**src/rtl/dcache_pkg.sv**
```systemverilog
`default_nettype none
// ============================================================================
// dcache_pkg : shared types, default geometry and byte-lane helpers for dcache
// Revision   : 1.0
// ============================================================================
package dcache_pkg;

  localparam int DEF_INDEX_BITS = 3;
  localparam int DEF_ADDR_W     = 32;

  typedef enum logic [1:0] {
    IDLE      = 2'd0,
    WRITEBACK = 2'd1,
    ALLOCATE  = 2'd2
  } state_t;

  function automatic logic [7:0] lane_byte(input logic [31:0] word, input logic [1:0] lane);
    return word[8*lane +: 8];
  endfunction

  function automatic logic [31:0] sext8(input logic [7:0] b);
    return {{24{b[7]}}, b};
  endfunction

  function automatic logic [31:0] merge_byte(input logic [31:0] word, input logic [1:0] lane,
                                             input logic [7:0] b);
    logic [31:0] r;
    r = word;
    r[8*lane +: 8] = b;
    return r;
  endfunction

endpackage
`default_nettype wire

```
**src/rtl/dcache_array.sv**
```systemverilog
`default_nettype none
// ============================================================================
// dcache_array : one-word-per-line tag/data/valid/dirty store,
//                combinational read, synchronous write
// Revision     : 1.0
// ============================================================================
module dcache_array import dcache_pkg::*; #(
  parameter int INDEX_BITS = DEF_INDEX_BITS,
  parameter int TAG_W      = DEF_ADDR_W - DEF_INDEX_BITS - 2
) (
  input  logic                  clk,
  input  logic                  rst_n,
  input  logic [INDEX_BITS-1:0] index,
  output logic                  rd_valid,
  output logic                  rd_dirty,
  output logic [TAG_W-1:0]      rd_tag,
  output logic [31:0]           rd_data,
  input  logic                  wr_en,
  input  logic                  wr_dirty,
  input  logic [TAG_W-1:0]      wr_tag,
  input  logic [31:0]           wr_data
);

  localparam int LINES = 1 << INDEX_BITS;

  logic [LINES-1:0] valid;
  logic [LINES-1:0] dirty;
  logic [TAG_W-1:0] tags [LINES];
  logic [31:0]      data [LINES];

  // Only the status bits are reset; tag/data are don't-care while invalid.
  always_ff @(posedge clk or negedge rst_n) begin
    if (!rst_n) begin
      valid <= '0;
      dirty <= '0;
    end else if (wr_en) begin
      valid[index] <= 1'b1;
      dirty[index] <= wr_dirty;
    end
  end

  always_ff @(posedge clk) begin
    if (wr_en) begin
      tags[index] <= wr_tag;
      data[index] <= wr_data;
    end
  end

  assign rd_valid = valid[index];
  assign rd_dirty = dirty[index];
  assign rd_tag   = tags[index];
  assign rd_data  = data[index];

endmodule
`default_nettype wire

```
**src/rtl/dcache_ctrl.sv**
```systemverilog
`default_nettype none
// ============================================================================
// dcache_ctrl : direct-mapped write-back/write-allocate data cache controller.
//               Optional hit/miss counters with `define DCACHE_STATS_EN.
// Revision    : 1.0
// ============================================================================
module dcache_ctrl import dcache_pkg::*; #(
  parameter int INDEX_BITS = DEF_INDEX_BITS,
  parameter int ADDR_W     = DEF_ADDR_W
) (
  input  logic              clk,
  input  logic              rst_n,
  input  logic              cpu_req,
  input  logic              cpu_we,
  input  logic              cpu_is_word,
  input  logic [ADDR_W-1:0] cpu_addr,
  input  logic [31:0]       cpu_wdata,
  output logic [31:0]       cpu_rdata,
  output logic              cpu_ready,
  output logic              mem_req,
  output logic              mem_we,
  output logic [ADDR_W-1:0] mem_addr,
  output logic [31:0]       mem_wdata,
  input  logic [31:0]       mem_rdata,
  input  logic              mem_ack
`ifdef DCACHE_STATS_EN
  ,
  output logic [31:0]       hit_count,
  output logic [31:0]       miss_count
`endif
);

  localparam int TAG_W = ADDR_W - INDEX_BITS - 2;

  state_t state, state_nx;

  logic [INDEX_BITS-1:0] index;
  logic [TAG_W-1:0]      tag;
  logic [1:0]            lane;
  logic                  line_valid, line_dirty;
  logic [TAG_W-1:0]      line_tag;
  logic [31:0]           line_data;
  logic                  hit, miss, ack;
  logic                  wr_en, wr_dirty;
  logic [TAG_W-1:0]      wr_tag;
  logic [31:0]           wr_data;

  assign index = cpu_addr[INDEX_BITS+1:2];
  assign tag   = cpu_addr[ADDR_W-1:INDEX_BITS+2];
  assign lane  = cpu_addr[1:0];
  assign hit   = line_valid && (line_tag == tag);
  assign miss  = (state == IDLE) && cpu_req && !hit;
  assign ack   = mem_ack && mem_req;

  dcache_array #(.INDEX_BITS(INDEX_BITS), .TAG_W(TAG_W)) u_array (
    .clk      (clk),
    .rst_n    (rst_n),
    .index    (index),
    .rd_valid (line_valid),
    .rd_dirty (line_dirty),
    .rd_tag   (line_tag),
    .rd_data  (line_data),
    .wr_en    (wr_en),
    .wr_dirty (wr_dirty),
    .wr_tag   (wr_tag),
    .wr_data  (wr_data)
  );

  always_ff @(posedge clk or negedge rst_n) begin
    if (!rst_n) state <= IDLE;
    else        state <= state_nx;
  end

  always_comb begin
    state_nx = state;
    case (state)
      IDLE:      if (miss) state_nx = (line_valid && line_dirty) ? WRITEBACK : ALLOCATE;
      WRITEBACK: if (ack)  state_nx = ALLOCATE;
      ALLOCATE:  if (ack)  state_nx = IDLE;
      default:             state_nx = IDLE;
    endcase
  end

  always_comb begin
    cpu_ready = 1'b0;
    cpu_rdata = '0;
    wr_en     = 1'b0;
    wr_dirty  = 1'b0;
    wr_tag    = line_tag;
    wr_data   = line_data;
    case (state)
      IDLE: begin
        cpu_ready = !cpu_req || hit;
        if (cpu_req && hit) begin
          if (cpu_we) begin
            wr_en    = 1'b1;
            wr_dirty = 1'b1;
            wr_data  = cpu_is_word ? cpu_wdata : merge_byte(line_data, lane, cpu_wdata[7:0]);
          end else begin
            cpu_rdata = cpu_is_word ? line_data : sext8(lane_byte(line_data, lane));
          end
        end
      end
      WRITEBACK: if (ack) wr_en = 1'b1;
      ALLOCATE: if (ack) begin
        wr_en   = 1'b1;
        wr_tag  = tag;
        wr_data = mem_rdata;
      end
      default: ;
    endcase
  end

  // Memory port is registered; a write-back ack chains straight into the refill read.
  always_ff @(posedge clk or negedge rst_n) begin
    if (!rst_n) begin
      mem_req   <= 1'b0;
      mem_we    <= 1'b0;
      mem_addr  <= '0;
      mem_wdata <= '0;
    end else begin
      case (state)
        IDLE: if (miss) begin
          mem_req <= 1'b1;
          if (line_valid && line_dirty) begin
            mem_we    <= 1'b1;
            mem_addr  <= {line_tag, index, 2'b00};
            mem_wdata <= line_data;
          end else begin
            mem_we   <= 1'b0;
            mem_addr <= {tag, index, 2'b00};
          end
        end
        WRITEBACK: if (ack) begin
          mem_we   <= 1'b0;
          mem_addr <= {tag, index, 2'b00};
        end
        ALLOCATE: if (ack) mem_req <= 1'b0;
        default: ;
      endcase
    end
  end

`ifdef DCACHE_STATS_EN
  logic replay;

  always_ff @(posedge clk or negedge rst_n) begin
    if (!rst_n) begin
      hit_count  <= '0;
      miss_count <= '0;
      replay     <= 1'b0;
    end else begin
      replay <= (state == ALLOCATE) && ack;
      if (miss) miss_count <= miss_count + 32'd1;
      if ((state == IDLE) && cpu_req && hit && !replay) hit_count <= hit_count + 32'd1;
    end
  end
`endif

endmodule
`default_nettype wire
```
**config.mk**
```make
export PLATFORM = sky130hd
export DESIGN_NAME = dcache_ctrl
export DESIGN_NICKNAME = d
export VERILOG_FILES = /design/src/rtl/dcache_pkg.sv /design/src/rtl/dcache_array.sv /design/src/rtl/dcache_ctrl.sv
export SDC_FILE = /design/constraint.sdc
export NUM_CORES = 1
export LEC_CHECK = 0
export CAP_MARGIN = 20
export CORE_AREA = 4 4 219 221
export DETAILED_ROUTE_END_ITERATION = 8
export DIE_AREA = 0 0 223 225
export PLACE_DENSITY = 0.87
export SLEW_MARGIN = 15
export SYNTH_ARGS = -nofsm -noshare
export SYNTH_HDL_FRONTEND = slang
export SYNTH_SLANG_ARGS = --single-unit
```
**constraint.sdc**
```tcl
create_clock -name clk -period 5.42 [get_ports clk]
set_clock_uncertainty 0.15 [all_clocks]
set_input_delay 0.813 -clock clk [delete_from_list [all_inputs] [get_ports clk]]
set_output_delay 0.813 -clock clk [all_outputs]
set_load 0.02 [all_outputs]
```
==> run_results.csv, run 1 <==
group,metric,value,unit
sta,slew_violations,0,
cts,ctsHoldBuffers,0,
worst_setup_path,r2r.worst_path.cells,11,
global_routing,grt_max_degree,60,
cts,clkTransAtPathRegs,60,ps
sta,finalCriticalPeriod,5270,ps
floorplan,placementRows,79,
cts,post_cts_resized,9,
finish,num-nets-final,2056,
global_routing,grt_usage,27.6,%
cts,cts_tree,"yes",
run,cap_violations,0,
global_routing,grt_pass1_vias,17000,
worst_setup_path,r2r_start,"u_array.tags[7][18]$_DFFE_PP_",
worst_setup_path,max_stage_delay,660,ps
power_and_ir_drop,p_switching,2.06,mW
routing,via_count,16800,
floorplan,core,0.0462,mm2
power_and_ir_drop,seq_power_share,50.0,%
cts,cts_setup_buffers,0,
sta,finalSetupViolations,0,
global_routing,grt.overflow.total,0,
sta,fin_crit_sh,97.3,%
routing,ant_nets,0,
sta,max_freq,190,MHz
logic_synthesis,netlist_instances,1685,
floorplan,die_x,223,um
placed_design,dpl.hpwl,46.0,mm
routing,first_iter_violations,2272,
worst_hold_path,hold_path_class,"input port to asynchronous set/reset pin",
floorplan,start_util,52.4,%
power_and_ir_drop,p_comb_share,8.1,%
logic_synthesis,synth_edf_count,472,
worst_setup_path,rrSetupSlack,1170,ps
sta,hold_ws,89.2,ps
cts,cts_made_buffers,53,
power_and_ir_drop,power_density,316,mW/mm2
logic_synthesis,synth_cell_types,72,
logic_synthesis,ys.warnings.count,0,
logic_synthesis,synth_flop_cell,"edfxtp_1",
worst_setup_path,critPathKind,"input port to primary output",
cts,clock-sinks,554,
sta,slew_headroom,24.9,%
logic_synthesis,synthesis.area,0.0242,mm2
routing,totalWireLength,71.1,mm
floorplan,dieArea,0.0502,mm2
worst_setup_path,critPathLaunchType,"input port",
logic_synthesis,ys_seq_elements,554,
power_and_ir_drop,vdd.ir_drop.worst,283,uV
floorplan,die_h,225,um
cts,cts.path.max_buffers,3,
worst_setup_path,worstPathArrival,4310,ps
global_routing,grt_antenna_before_repair,2,
routing,first_pass_iters,5,
logic_synthesis,ys_seq_area_share,67.1,%
routing,drc,0,
worst_setup_path,cp-end-kind,"primary output",
finish,layout_common_cells,"472 x edfxtp_1, 166 x clkdlybuf4s50_1, 143 x nor2_1",
finish,antenna_cells,0,
power_and_ir_drop,p_sw_share,22.1,%
status,status,"complete, no violations",
power_and_ir_drop,internal_power,7.28,mW
logic_synthesis,async_reset_ff_share,14.8,%
power_and_ir_drop,pwr-share-clk,41.8,%
power_and_ir_drop,leakagePower,10.7,nW
cts,clock_latency,610,ps
finish,fin_area,0.0296,mm2
worst_setup_path,crit_slowest_cell,"clkdlybuf4s50_1",
finish,final_common_cell,"edfxtp_1",
floorplan,ioPinCount,201,
routing,via_per_inst,6.47,
placed_design,placed_area,0.0277,mm2
sta,rsz0062_at_grt,"false",
worst_setup_path,r2r_end,"u_array.data[7][13]$_DFFE_PP_",
routing,detail_route.wl_per_cell,27.4,um
worst_setup_path,worstPathCellList,"buf_4 -> buf_4 -> nand2_1 -> o22ai_1 -> nor3_1 -> nand4b_1 -> nor4_1 -> and4_2 -> nand4b_4 -> buf_12 -> nor3_1 -> clkdlybuf4s50_1",
cts,cts_root_buffer,"clkbuf_16",
finish,syn_to_final_growth,22.4,%
worst_setup_path,cp.required,4460,ps
placed_design,routabilityCongestion,0.959,
placed_design,numPortBuffers,198,
sta,hold_viol_final,0,
global_routing,grt_pass1_wl,105,mm
sta,worst_slew_pin_slew,1130,ps
cts,cts_htree_levels,2,
logic_synthesis,syn_avg_cell_area,14.3,um2
finish,drive_gt1_share,18.2,%
worst_setup_path,worstPathMaxFanout,17,
-- worst max-delay path, delay by kind of cell --
family          cells  cell delay, ps
compound gates      1             390
simple gates        7            1720
buf+inv             4            1380
-- cells by family after synthesis --
group | after synthesis | share of synthesized area [%]
flip-flops | 554 | 67.1
other | 1 | 0.0155
AND/OR/NAND/NOR | 365 | 7.29
XOR/XNOR | 15 | 0.543
AO/OA/AOI/OAI | 404 | 11.4
multiplexers | 206 | 10.6
buffers and inverters | 131 | 2.54
adder cells (fa/ha/maj) | 9 | 0.466
-- cells in the mapped netlist, types with 4 or more instances --
cell / n / area (um2)
a21oi_1: 109 / 546
a221o_1: 31 / 310
a221oi_1: 28 / 245
a22o_1: 15 / 131
a22oi_1: 39 / 293
a31oi_1: 7 / 43.8
and2_1: 11 / 68.8
and3_1: 16 / 100
and3b_1: 6 / 52.6
buf_1: 5 / 18.8
buf_2: 32 / 160
buf_4: 12 / 90.1
buf_6: 5 / 56.3
clkbuf_1: 60 / 225
dfrtp_1: 82 / 2050
edfxtp_1: 472 / 14200
ha_1: 9 / 113
inv_1: 15 / 56.3
mux2_2: 94 / 1060
mux2i_1: 81 / 811
mux4_2: 30 / 676
nand2_1: 98 / 368
nand2b_1: 17 / 106
nand3_1: 7 / 35.0
nand3b_1: 6 / 45.0
nand4_1: 7 / 43.8
nor2_1: 146 / 548
nor2b_1: 8 / 50.1
nor3_1: 8 / 40.0
nor3_2: 7 / 70.1
o211ai_1: 49 / 368
o21ai_0: 56 / 280
o21bai_1: 6 / 45.0
o22a_1: 5 / 43.8
o22ai_1: 23 / 144
o2bb2ai_1: 8 / 70.1
o31ai_1: 7 / 52.6
or2_2: 4 / 25.0
or3_1: 8 / 50.1
xor2_1: 12 / 105
-- worst max path at each step --
| stage | to | depth (start not counted) | start |
|---|---|---|---|
| after floorplan | u_array.data[2][0]$_DFFE_PP_ | 14 | cpu_addr[3] |
| after global placement | cpu_rdata[0] | 12 | cpu_addr[3] |
| after detailed placement | cpu_rdata[0] | 12 | cpu_addr[3] |
| after CTS | cpu_rdata[26] | 13 | cpu_addr[4] |
| after global routing | cpu_rdata[2] | 12 | cpu_addr[3] |
| final | cpu_rdata[2] | 12 | cpu_addr[2] |
-- routing by layer --
metal,global-route usage [%],part of all wire [%],wire [um]
met5,0,0.018,13
met4,13.8,5.1,3620
met3,5.84,11,8010
met2,44.8,47,33400
met1,35.7,37,26000
-- layout make-up --
| type | count | area [um2] |
|---|---|---|
| Timing Repair Buffer | 318 | 3260 |
| Clock buffer | 71 | 1450 |
| Multi-Input combinational cell | 1001 | 7450 |
| Clock inverter | 28 | 392 |
| Inverter | 17 | 63.8 |
| Tap cell | 607 | 759 |
| Fill cell | 3162 | 16600 |
| Sequential cell | 554 | 16200 |
-- registers in the layout (all words and copies together) (netlist names) --
register / cells
u_array.valid: 8
u_array.dirty: 8
mem_req: 1
u_array.tags: 216
mem_wdata: 32
mem_addr: 30
mem_we: 1
u_array.data: 256
state: 2
-- power groups by stage --
| stage | clock network (mW) | registers, mW | logic [mW] |
|---|---|---|---|
| 2_1_floorplan | 0 | 4.77 | 0.356 |
| 3_3_place_gp | 0 | 4.76 | 0.711 |
| 3_5_place_dp | 0 | 4.76 | 0.730 |
| 4_1_cts | 3.94 | 4.67 | 0.741 |
| 5_1_grt | 4.13 | 4.67 | 0.797 |
| 6_report | 3.90 | 4.67 | 0.760 |
-- metrics by stage --
stage	setup slack [ps]	std cells	total power [mW]	util (%)	TNS [ps]
5_1_grt	39.1	2596	9.60	64.1	0
3_3_place_gp	-111	2497	5.47	59.9	-2630
6_report	149	2596	9.34	64.1	0
3_5_place_dp	-296	2497	5.49	59.9	-7190
2_1_floorplan	-913	1686	5.13	-	-363560
4_1_cts	3.02	2596	9.35	63.9	0
Note: power is estimated with default switching activity, not from simulation.
==> run 2, diff against run 1 <==
- ABC_CLOCK_PERIOD_IN_PS: default -> 5420
==> results of run 2 <==
The final DEF is identical to that of run 1; final timing and power are the same.
==> run 3, diff against run 2 <==
- CORE_AREA: 4 4 219 221 -> 4 4 217 219
- CTS_BUF_LIST: default -> sky130_fd_sc_hd__clkbuf_4
- DIE_AREA: 0 0 223 225 -> 0 0 221 223
- PLACE_DENSITY: 0.87 -> 0.88
==> run 3 against run 2 <==
  * Utilization is 1.1 points higher
  * Critical path depth stayed put
  * First-iteration DRC count is 18% higher
  * Sequential share of layout area grew 0.33 points
  * Global-route usage is 0.47 points higher
  * Largest power group unchanged
==> run_results.csv, run 3 (synthesis gave the netlist of run 1 again) <==
group,metric,value,unit
floorplan,die_h,223,um
floorplan,core,0.0451,mm2
global_routing,met1_usage,36.1,%
global_routing,grtUsageMet3,7.76,%
global_routing,grt_pass1_wl,106,mm
sta,hold_viol_final,0,
routing,first_iter_violations,2692,
cts,clkTransAtPathRegs,70,ps
floorplan,die_x,221,um
cts,cts_made_buffers,138,
global_routing,grt_pass1_vias,17800,
power_and_ir_drop,internal_power,6.75,mW
power_and_ir_drop,power,8.95,mW
sta,worst_slew_pin_slew,1060,ps
routing,via_count,17400,
routing,first_pass_iters,7,
global_routing,grt.overflow.total,0,
placed_design,routabilityCongestion,0.933,
routing,via_per_inst,6.37,
finish,fin_util,65.2,%
placed_design,placed_area,0.0275,mm2
global_routing,grt_antenna_before_repair,2,
cts,cts.path.max_buffers,3,
finish,final_common_cell,"edfxtp_1",
placed_design,placement.setup.worst_slack,-48.2,ps
worst_setup_path,worstPathMaxFanout,37,
cts,cts_setup_buffers,0,
power_and_ir_drop,p_comb_share,8.4,%
worst_setup_path,cp-end-kind,"primary output",
finish,num-nets-final,2130,
routing,ant_nets,0,
finish,drive_gt1_share,22.9,%
finish,syn_to_final_growth,21.7,%
worst_setup_path,critPathKind,"input port to primary output",
cts,cts_root_buffer,"clkbuf_4",
worst_setup_path,critPathLaunchType,"input port",
sta,tns,0,ps
floorplan,placementRows,78,
power_and_ir_drop,leakagePower,10.8,nW
placed_design,numPortBuffers,198,
worst_setup_path,cp.required,4460,ps
sta,finalCriticalPeriod,5220,ps
cts,clock_latency,960,ps
sta,slew_violations,0,
worst_setup_path,worstPathArrival,4260,ps
finish,largest-register,"u_array.data",
placed_design,dpl.hpwl,45.3,mm
finish,reg_top3,"u_array.data: 256 flops, u_array.tags: 216 flops, mem_wdata: 32 flops",
run,cap_violations,0,
power_and_ir_drop,vdd.ir_drop.worst,290,uV
worst_hold_path,hold_path_class,"input port to asynchronous set/reset pin",
cts,cts_tree,"yes",
finish,largest_reg_flops,256,
routing,detail_route.wl_per_cell,25.9,um
power_and_ir_drop,p_switching,2.20,mW
routing,totalWireLength,70.8,mm
status,status,"complete, no violations",
routing,drc,0,
worst_setup_path,r2r.worst_path.cells,10,
power_and_ir_drop,pwr-share-clk,39.4,%
sta,max_freq,191,MHz
cts,clock-sinks,554,
global_routing,grt_max_degree,60,
power_and_ir_drop,p_sw_share,24.6,%
floorplan,start_util,53.6,%
power_and_ir_drop,seq_power_share,52.2,%
floorplan,dieArea,0.0493,mm2
global_routing,grt_usage,28.1,%
global_routing,grt-busiest-layer,"met2",
floorplan,ioPinCount,201,
global_routing,grt_util_met2,44.8,%
sta,finalSetupViolations,0,
sta,slew_headroom,29.2,%
sta,layout_setup_ws,197,ps
power_and_ir_drop,power_density,304,mW/mm2
cts,cts_htree_levels,4,
sta,fin_crit_sh,96.4,%
finish,fin_area,0.0294,mm2
finish,layout_common_cells,"472 x edfxtp_1, 197 x clkbuf_4, 166 x clkdlybuf4s50_1",
[run 3: changes by cell type in the layout (fill, tap and decap cells not counted), sizes merged]
cell | before | now
clkinv | 13 | 42
dlygate4sd2 | 3 | 2
bufinv | 9 | 2
clkinvlp | 5 | 4
dlymetal6s2s | 24 | 25
clkbuf | 71 | 197
inv | 18 | 22
diode | 0 | 3
buf | 125 | 113
dlygate4sd3 | 0 | 1
[run 3: cell type report]
type / count / area [um2]
Antenna cell: 3 / 7.51
Clock buffer: 197 / 1480
Clock inverter: 53 / 298
Fill cell: 3088 / 15700
Inverter: 17 / 63.8
Multi-Input combinational cell: 1001 / 7450
Sequential cell: 554 / 16200
Tap cell: 600 / 751
Timing Repair Buffer: 307 / 3140
[run 3: final timing paths]
path / to / slack [ps] / startpoint
worst max-delay path: cpu_rdata[2] / 200 / cpu_addr[3]
worst min-delay path: mem_wdata[23]$_DFFE_PN0P_ / 220 / rst_n
worst max register to register: u_array.data[7][26]$_DFFE_PP_ / 1270 / u_array.tags[2][21]$_DFFE_PP_
worst min register to register: u_array.valid[2]$_DFFE_PN0P_ / 320 / u_array.valid[2]$_DFFE_PN0P_
max in group asynchronous: mem_addr[3]$_DFFE_PN0P_ / 3720 / rst_n
min in group clk: u_array.valid[2]$_DFFE_PN0P_ / 320 / u_array.valid[2]$_DFFE_PN0P_
[run 3: repair_timing]
action,4_1_cts,5_1_grt
pin swaps,0,0
resized for setup,8,27
setup endpoints to repair,32,26
hold buffers,1,0
hold endpoints to repair,32,0
[run 3: power by group through the flow]
| stage | sequential, mW | clock (mW) | combinational, mW |
|---|---|---|---|
| after global routing | 4.67 | 3.84 | 0.785 |
| final | 4.67 | 3.53 | 0.752 |
| after floorplan | 4.77 | 0 | 0.356 |
| after CTS | 4.67 | 3.58 | 0.731 |
| after detailed placement | 4.76 | 0 | 0.721 |
| after global placement | 4.76 | 0 | 0.701 |
[run 3: routing by layer]
layer	wire, um	part of all wire (%)
met1	25600	36
met2	33300	47
met5	0	0
met4	3370	4.8
met3	8560	12
[run 3: critical path: stages]
cell	delay, ps
buf_4	300
buf_12	280
nand2_1	300
o22ai_1	340
or3_1	170
nand4b_1	140
nor4_1	400
and4_4	370
nand4b_4	100
buf_4	190
nor3_1	190
clkdlybuf4s50_1	630
[run 3: stage by stage]
stage	hold slack, ps	std cells
floorplan	264	1686
global placement	281	2478
detailed placement	303	2478
CTS	165	2729
global route	197	2732
finish	224	2732
